<file path="src/rtl/rotate90_engine.sv">
// Rotates a W x H image of pixels held in single-port BRAM by 90 degrees (CW or CCW)
// into a destination region of the same BRAM, one pixel per READ/LATCH/WRITE triple.
//
// state | meaning
// IDLE  | waiting for start, ready=1
// READ  | source address on addr_o, read in flight
// LATCH | data_i valid, captured into data_o on exit
// WRITE | destination address on addr_o, wr_o=1 for this cycle
// DONE  | done=1 for one cycle, then back to IDLE
module rotate90_engine #(
    parameter int ADDR_WIDTH = 16,
    parameter int DATA_WIDTH = 32,
    parameter int DIM_WIDTH  = 10
) (
    input  logic                  clk,
    input  logic                  rst,
    input  logic                  start,
    input  logic                  dir,
    input  logic [DIM_WIDTH-1:0]  width,
    input  logic [DIM_WIDTH-1:0]  height,
    input  logic [ADDR_WIDTH-1:0] src_base,
    input  logic [ADDR_WIDTH-1:0] dst_base,
    output logic                  ready,
    output logic                  done,
    output logic [ADDR_WIDTH-1:0] addr_o,
    output logic [DATA_WIDTH-1:0] data_o,
    input  logic [DATA_WIDTH-1:0] data_i,
    output logic                  wr_o
);

    typedef enum logic [2:0] {IDLE, READ, LATCH, WRITE, DONE} state_t;

    localparam logic [ADDR_WIDTH-1:0] A_ONE = 1;
    localparam logic [DIM_WIDTH-1:0]  D_ONE = 1;

    state_t                state;
    logic [DIM_WIDTH-1:0]  cfg_width;
    logic [DIM_WIDTH-1:0]  col_left;
    logic [DIM_WIDTH-1:0]  row_left;
    logic [ADDR_WIDTH-1:0] src_ptr;
    logic [ADDR_WIDTH-1:0] dst_row;
    logic [ADDR_WIDTH-1:0] dst_ptr;
    logic [ADDR_WIDTH-1:0] col_step;
    logic [ADDR_WIDTH-1:0] row_step;

    logic [ADDR_WIDTH-1:0] width_ext;
    logic [ADDR_WIDTH-1:0] height_ext;
    logic [ADDR_WIDTH-1:0] w_m1;
    logic [ADDR_WIDTH-1:0] ccw_off;
    logic [ADDR_WIDTH-1:0] first_dst;

    assign width_ext  = {{(ADDR_WIDTH-DIM_WIDTH){1'b0}}, width};
    assign height_ext = {{(ADDR_WIDTH-DIM_WIDTH){1'b0}}, height};
    assign w_m1       = width_ext - A_ONE;

    // CCW starts at dst_base + (W-1)*H; built once at start as a shift-add of the
    // live geometry inputs, every per-pixel step afterwards is a single add.
    always_comb begin
        ccw_off = '0;
        for (int i = 0; i < DIM_WIDTH; i++) begin
            if (height[i]) begin
                ccw_off = ccw_off + (w_m1 << i);
            end
        end
    end

    assign first_dst = dir ? (dst_base + ccw_off) : (dst_base + height_ext - A_ONE);

    always_ff @(posedge clk or posedge rst) begin
        if (rst) begin
            state     <= IDLE;
            ready     <= 1'b1;
            done      <= 1'b0;
            addr_o    <= '0;
            data_o    <= '0;
            wr_o      <= 1'b0;
            cfg_width <= '0;
            col_left  <= '0;
            row_left  <= '0;
            src_ptr   <= '0;
            dst_row   <= '0;
            dst_ptr   <= '0;
            col_step  <= '0;
            row_step  <= '0;
        end else begin
            case (state)
                IDLE: begin
                    if (start) begin
                        cfg_width <= width;
                        col_left  <= width - D_ONE;
                        row_left  <= height - D_ONE;
                        src_ptr   <= src_base;
                        col_step  <= dir ? ('0 - height_ext) : height_ext;
                        row_step  <= dir ? A_ONE : '1;
                        dst_row   <= first_dst;
                        dst_ptr   <= first_dst;
                        ready     <= 1'b0;
                        if (width == '0 || height == '0) begin
                            state <= DONE;
                            done  <= 1'b1;
                        end else begin
                            state  <= READ;
                            addr_o <= src_base;
                        end
                    end
                end
                READ: begin
                    state <= LATCH;
                end
                LATCH: begin
                    state  <= WRITE;
                    data_o <= data_i;
                    addr_o <= dst_ptr;
                    wr_o   <= 1'b1;
                end
                WRITE: begin
                    wr_o <= 1'b0;
                    if (col_left == '0 && row_left == '0) begin
                        state <= DONE;
                        done  <= 1'b1;
                    end else begin
                        state   <= READ;
                        addr_o  <= src_ptr + A_ONE;
                        src_ptr <= src_ptr + A_ONE;
                        if (col_left == '0) begin
                            // next source row: destination moves one column over
                            col_left <= cfg_width - D_ONE;
                            row_left <= row_left - D_ONE;
                            dst_row  <= dst_row + row_step;
                            dst_ptr  <= dst_row + row_step;
                        end else begin
                            col_left <= col_left - D_ONE;
                            dst_ptr  <= dst_ptr + col_step;
                        end
                    end
                end
                DONE: begin
                    done  <= 1'b0;
                    ready <= 1'b1;
                    state <= IDLE;
                end
                default: begin
                    state <= IDLE;
                end
            endcase
        end
    end

endmodule

</file>
<file path="config.mk">
export PLATFORM = sky130hd
export DESIGN_NAME = rotate90_engine
export DESIGN_NICKNAME = d
export VERILOG_FILES = /design/src/rtl/rotate90_engine.sv
export SDC_FILE = /design/constraint.sdc
export NUM_CORES = 1
export LEC_CHECK = 0
export ABC_AREA = 1
export BUFFER_PORTS_ARGS = -buffer_cell sky130_fd_sc_hd__buf_2
export CAP_MARGIN = 20
export CORE_ASPECT_RATIO = 1.4
export CORE_MARGIN = 2
export CORE_UTILIZATION = 30
export CTS_CLUSTER_SIZE = 20
export DETAILED_ROUTE_END_ITERATION = 16
export GPL_ROUTABILITY_DRIVEN = 0
export SLEW_MARGIN = 20
export SYNTH_ARGS = -nofsm -noshare
export SYNTH_HDL_FRONTEND = slang
export SYNTH_SLANG_ARGS = --single-unit
</file>
<file path="constraint.sdc">
create_clock -name clk -period 6 [get_ports clk]
set_input_delay 0.3 -clock clk [delete_from_list [all_inputs] [get_ports clk]]
set_output_delay 0.3 -clock clk [all_outputs]
set_load 0.01 [all_outputs]
</file>
==> results of run 1 <==
layout by cell type (no fill, tap or decap), types with 47 or more instances in the layout:
cell type,instances
nand2_2,64
inv_1,245
nand3_1,126
a31oi_1,47
dfrtp_1,144
o21ai_0,117
ha_1,90
buf_2,136
ha_4,67
a21oi_1,110
nor2_1,184
buf_4,468
nand2_1,560
power groups by stage:
stage / logic (mW) / clock network [mW] / registers [mW]
floorplan: 4.30 / 0 / 1.81
global placement: 6.29 / 0 / 1.80
detailed placement: 6.45 / 0 / 1.82
CTS: 7.13 / 1.12 / 1.81
global route: 8.84 / 1.16 / 1.87
finish: 7.97 / 1.10 / 1.81
per-layer routing:
metal,track usage,vias up
met5,0,-
met4,0.0877,2
met3,0.0188,148
met2,0.375,474
met1,0.212,8362
li1,-,8907
final timing paths:
path	from	endpoint	slack, ps	cells after the start
max in group asynchronous	rst	dst_row[11]	4100	4
worst min-delay path	data_i[20]	data_o[20]	70	3
worst max register to register	col_left[6]	dst_row[15]	2190	11
worst max-delay path	width[0]	dst_ptr[15]	-4460	68
min in group asynchronous	rst	data_o[8]	510	3
worst min register to register	data_o[6]	data_o[6]	470	2
repair_timing:
| action | in CTS | in global routing |
|---|---|---|
| endpoints found under the hold margin | 2 | 0 |
| pin swaps | 133 | 191 |
| setup buffers | 93 | 41 |
| setup endpoints to repair | 20 | 20 |
| hold buffers | 1 | 0 |
| gates resized for setup | 161 | 243 |
flip-flops by register name, indices dropped and copies added, names as in the netlist:
signal and count:
wr_o 1, ready 1, col_left 10, col_step 11, dst_row 16, done 1, data_o 32, dst_ptr 16
row_left 10, addr_o 16, cfg_width 10, src_ptr 16, state 3, row_step 2
critical path, delay by kind of cell:
kind                       cells  cell delay (ps)
adders and majority gates     14             4100
AOI/OAI and AO/OA             16             2430
and+or+nand+nor               26             2680
buffers and inverters         10             1010
xor gates and xnor gates       2              310
cell type report:
type | count | area (sq um)
Clock inverter | 15 | 175
Inverter | 296 | 1150
Sequential cell | 145 | 3630
Antenna cell | 1 | 2.50
Fill cell | 4933 | 27800
Timing Repair Buffer | 630 | 4510
Multi-Input combinational cell | 1827 | 12500
Clock buffer | 17 | 425
Tap cell | 650 | 813
logic make-up (layout without fill, tap and decap cells):
group	Yosys count	in the layout	share of synthesized area
AOI/OAI and AO/OA	462	462	0.174
and+or+nand+nor	1112	1112	0.306
xor gates and xnor gates	81	81	0.0458
buffers and inverters	360	958	0.0937
DFF	145	145	0.235
other	0	1	0
adders and majority gates	172	172	0.145
per-stage QoR:
stage               area [sq um]  hold WS [ps]  TNS, ps  utilization
finish                     23200          67.4   -64570        0.455
global route               23200          58.3   -72520        0.455
CTS                        21800          43.7   -59060        0.427
detailed placement         19700           453   -80460        0.386
global placement           19700           449   -75540        0.386
floorplan                  15800           417   -60680            -
==> metrics.txt, run 1 <==
outcome=finished with violations; Critical-path top delay cell=fa_1; EDFF count, synth=0; syn_nets=2592; DRT antenna net count=0; Metal-1 WL=21600 um; TritonCTS clock tree=built; first-pass GRT wire length=84900 um; post-synthesis cell area=15500 sq um; routed via count=17900; grt ovf=0; Crit Path Max Fanout=5; WL final=54600 um; vias per cell=5.00; I/O pin count=139; pin slew with the least headroom to its limit=1070 ps; register clock-pin slew on the reported worst setup and hold paths=70 ps; ys flop type=dfrtp_1; part of the Yosys area used for sequential elements=0.235; FP Rows=98; non-filler cells, final=3581; endpoint kind of the worst setup timing path=flop; most common cell in the netlist=nand2_1; pre-CTS WS=-5360 ps; Max-cap violations=0; net switching power=5.15 mW; period utilization=1.74; Static Leak=11.5 nW; die area=53400 sq um; Worst EP required=6370 ps; Sw Ratio=0.474; Worst Setup Slack, final=-4460 ps; Sink Count=145; fin crit period=10460 ps; Power Dens Cells=468 nW/um^2; clock buffer depth=2; worst min path class=in -> reg; placed insts=3417; wire per inst=15.2 um; part of the power in registers=0.166; Max Freq=95.6 MHz; Slew headroom=0.286; Worst EP arrival=10830 ps; critical path launch point type=primary input; synth cell count leaders=nand2_1, inv_1, nor2_1, ha_1, o21ai_0; combinational share of power=0.733; largest net degree at the start of global routing=80; area leader, netlist=dfrtp_1; Core Region=51000 sq um; Total Power=10.9 mW; fraction of layout cells with a size suffix above 1=0.368; CP Class=in -> reg; Hold Fails Final Rpt=0; total CTS buffers=17; area grow syn2layout=50.1%; violated checks=setup timing; Avg Cell Area, Syn=6.64 sq um; gr usage total=0.194; ys async rst share=1.00; Synth area leaders=dfrtp_1, nand2_1, ha_1, inv_1, nor2_1; Die Y=273 um; Yosys top cell area share=0.233; H-tree depth=4; Synth Register Bits=145; most frequent CP cell=nand2_2; IO Port Bufs=138; CP max stage delay=550 ps; fin nets=3177; Initial DRC Count=984; Gate Count Post-Synth=2332; top sig layer=met5; Setup Skew=7.73 ps; met3 WL=1870 um; number of iterations in the first detailed-routing pass=6; initial antenna violation count=4; root buf cell=clkbuf_16; Yosys cell types=63; RSZ-0062 raised after global routing=true; yosys warns=0; Detail Placement HPWL=40800 um; Die W=196 um; drc violations=0; Clk Latency, worst-skew pair=440 ps; Starting Density=0.303; endpoints failing setup=20; number of global-route vias before repair=17500; maximum VDD drop=0.240 mV; clock share of power=0.101; Pint=5.72 mW; met2 WL=28300 um; Slew Viols, Final=0
(Power assumes the default switching activity.)
==> inputs of run 2 (changes only) <==
--- a/config.mk
+++ b/config.mk
@@ -14,6 +14,7 @@
 export CTS_CLUSTER_SIZE = 20
 export DETAILED_ROUTE_END_ITERATION = 16
 export GPL_ROUTABILITY_DRIVEN = 0
+export RECOVER_POWER = 25
 export SLEW_MARGIN = 20
 export SYNTH_ARGS = -nofsm -noshare
 export SYNTH_HDL_FRONTEND = slang
==> metrics.txt, run 2 (same netlist as run 1, synthesis figures left out) <==
number of iterations in the first detailed-routing pass=6 (unchanged); Die W=196 um (unchanged); worst min path class=in -> reg (unchanged); CP max stage delay=550 ps (about the same); register clock-pin slew on the reported worst setup and hold paths=70 ps (about the same); period utilization=1.74 (about the same); Starting Density=0.303 (unchanged); endpoints failing setup=20 (unchanged); max reg flops=32 (unchanged); combinational share of power=0.733 (about the same); Die Y=273 um (unchanged); commonest non-fill, non-tap cell in the layout=nand2_1 (unchanged); total CTS buffers=17 (unchanged); critical path launch point type=primary input (unchanged); pin slew with the least headroom to its limit=3420 ps (was 1070 ps); most flop-heavy register=data_o (unchanged); first-pass GRT wire length=84900 um (unchanged); drc violations=0 (unchanged); Worst EP required=6370 ps (about the same); RSZ-0062 raised after global routing=true (unchanged); grt ovf=0 (unchanged); largest net degree at the start of global routing=80 (unchanged); Slew Viols, Final=80 (was 0); DRT antenna net count=0 (unchanged); endpoint kind of the worst setup timing path=flop (unchanged); Max Freq=95.6 MHz (about the same); Worst EP arrival=10830 ps (about the same); Core Util, Final=0.455 (about the same); initial antenna violation count=4 (unchanged); min-delay src=data_i[20] (unchanged); Hold WS=67.3 ps (was 67.4 ps); Pint=5.72 mW (about the same); WL final=54600 um (about the same); Worst Setup Slack, final=-4460 ps (about the same); outcome=finished with violations (unchanged); gr usage total=0.194 (unchanged); H-tree depth=4 (unchanged); maximum VDD drop=0.239 mV (was 0.240 mV); flop2flop setup slack=2190 ps (about the same); Detail Placement HPWL=40800 um (unchanged); Setup Skew=7.30 ps (was 7.73 ps); CP Class=in -> reg (unchanged); root buf cell=clkbuf_16 (unchanged); leading cell types in the layout, fill and taps excluded=nand2_1, buf_4, inv_1 (unchanged); Initial DRC Count=975 (was 984); TritonCTS clock tree=built (unchanged); Slew headroom=-1.29 (was 0.286); part of the power in registers=0.166 (about the same); I/O pin count=139 (unchanged); vias per cell=4.99 (was 5.00); fin nets=3177 (unchanged); clock share of power=0.101 (about the same); Critical-path top delay cell=fa_1 (unchanged); routed via count=17900 (about the same); pre-CTS WS=-5360 ps (unchanged); Reg-to-Reg Start=col_left[6] (unchanged); most frequent CP cell=nand2_2 (unchanged); Crit Path Max Fanout=5 (unchanged); Max-cap violations=1 (was 0); Register-to-Register Path Depth=11 (unchanged); Total Power=10.9 mW (unchanged); Power Dens Cells=468 nW/um^2 (about the same); clock buffer depth=2 (unchanged); FP Rows=98 (unchanged); Sink Count=145 (unchanged); IO Port Bufs=138 (unchanged); Reg2Reg Capture Point=dst_row[15] (unchanged); net switching power=5.15 mW (about the same); wire per inst=15.2 um (about the same); hold endpoint=data_o[20] (unchanged); area grow syn2layout=50.0% (was 50.1%); Clk Latency, worst-skew pair=440 ps (about the same); Hold Fails Final Rpt=0 (unchanged); number of stages on the worst hold path=3 (unchanged); Sw Ratio=0.474 (about the same); fraction of layout cells with a size suffix above 1=0.368 (about the same); die area=53400 sq um (unchanged); number of global-route vias before repair=17500 (unchanged); fin crit period=10460 ps (about the same); Core Region=51000 sq um (unchanged); Static Leak=11.5 nW (about the same); violated checks=capacitance limit, slew limit, setup timing (was setup timing)
## run 2: changes by cell type in the layout (fill, tap and decap cells not counted), sizes merged
cell,previous run,this run
clkinvlp,7,8
inv,296,295
clkbuf,17,18
buf,629,628
## run 2: worst max path at each step
stage | endpoint | slack, ps | start | cells past startpoint
final | dst_ptr[15] | -4460 | width[0] | 68
after global routing | dst_ptr[15] | -5010 | width[0] | 80
after CTS | dst_row[15] | -4160 | width[0] | 67
after detailed placement | dst_row[15] | -5360 | width[0] | 68
after global placement | dst_row[15] | -5080 | width[0] | 78
after floorplan | dst_ptr[15] | -4340 | width[0] | 74
## run 2: per-stage QoR
| step | instances | setup TNS [ps] | cell area (sq um) |
|---|---|---|---|
| 6_report | 3581 | -64580 | 23200 |
| 5_1_grt | 3581 | -72520 | 23200 |
| 4_1_cts | 3542 | -59060 | 21800 |
| 3_5_place_dp | 3417 | -80460 | 19700 |
| 3_3_place_gp | 3417 | -75540 | 19700 |
| 2_1_floorplan | 2332 | -60680 | 15800 |
## run 2: timing repair
| action | 4_1_cts | 5_1_grt |
|---|---|---|
| endpoints found under the setup margin | 20 | 20 |
| pin swaps | 133 | 191 |
| hold buffers | 1 | 0 |
| setup buffers | 93 | 41 |
| hold endpoints to repair | 2 | 0 |
| resized for setup | 161 | 243 |
## run 2: area by class of cell
class	instances	area, sq um
fillers	4934	27800
multi-input cells	1827	12500
repair buffers	630	4510
flip-flops and latches	145	3630
inverters	296	1150
well taps	650	813
clock buffers	17	425
clock inverters	15	175
diodes	1	2.50
## run 2: power by group through the flow
stage          sequential, mW  clock (mW)  combinational [mW]
2_1_floorplan            1.81           0                4.30
3_3_place_gp             1.80           0                6.29
3_5_place_dp             1.82           0                6.45
4_1_cts                  1.81        1.12                7.13
5_1_grt                  1.87        1.16                8.84
6_report                 1.81        1.10                7.97
## run 2: worst max-delay path, delay by kind of cell
family          cells  cell delay, ps
compound gates     16            2430
xor+xnor            2             310
fa+ha+maj          14            4100
buf+inv            10            1010
simple gates       26            2680
## run 2: per-layer routing
layer | vias up | wire [um] | GRT usage
li1 | 8907 | - | -
met1 | 8348 | 21600 | 0.212
met2 | 478 | 28300 | 0.375
met3 | 150 | 1870 | 0.0188
met4 | 2 | 2760 | 0.0877
met5 | - | 13 | 0
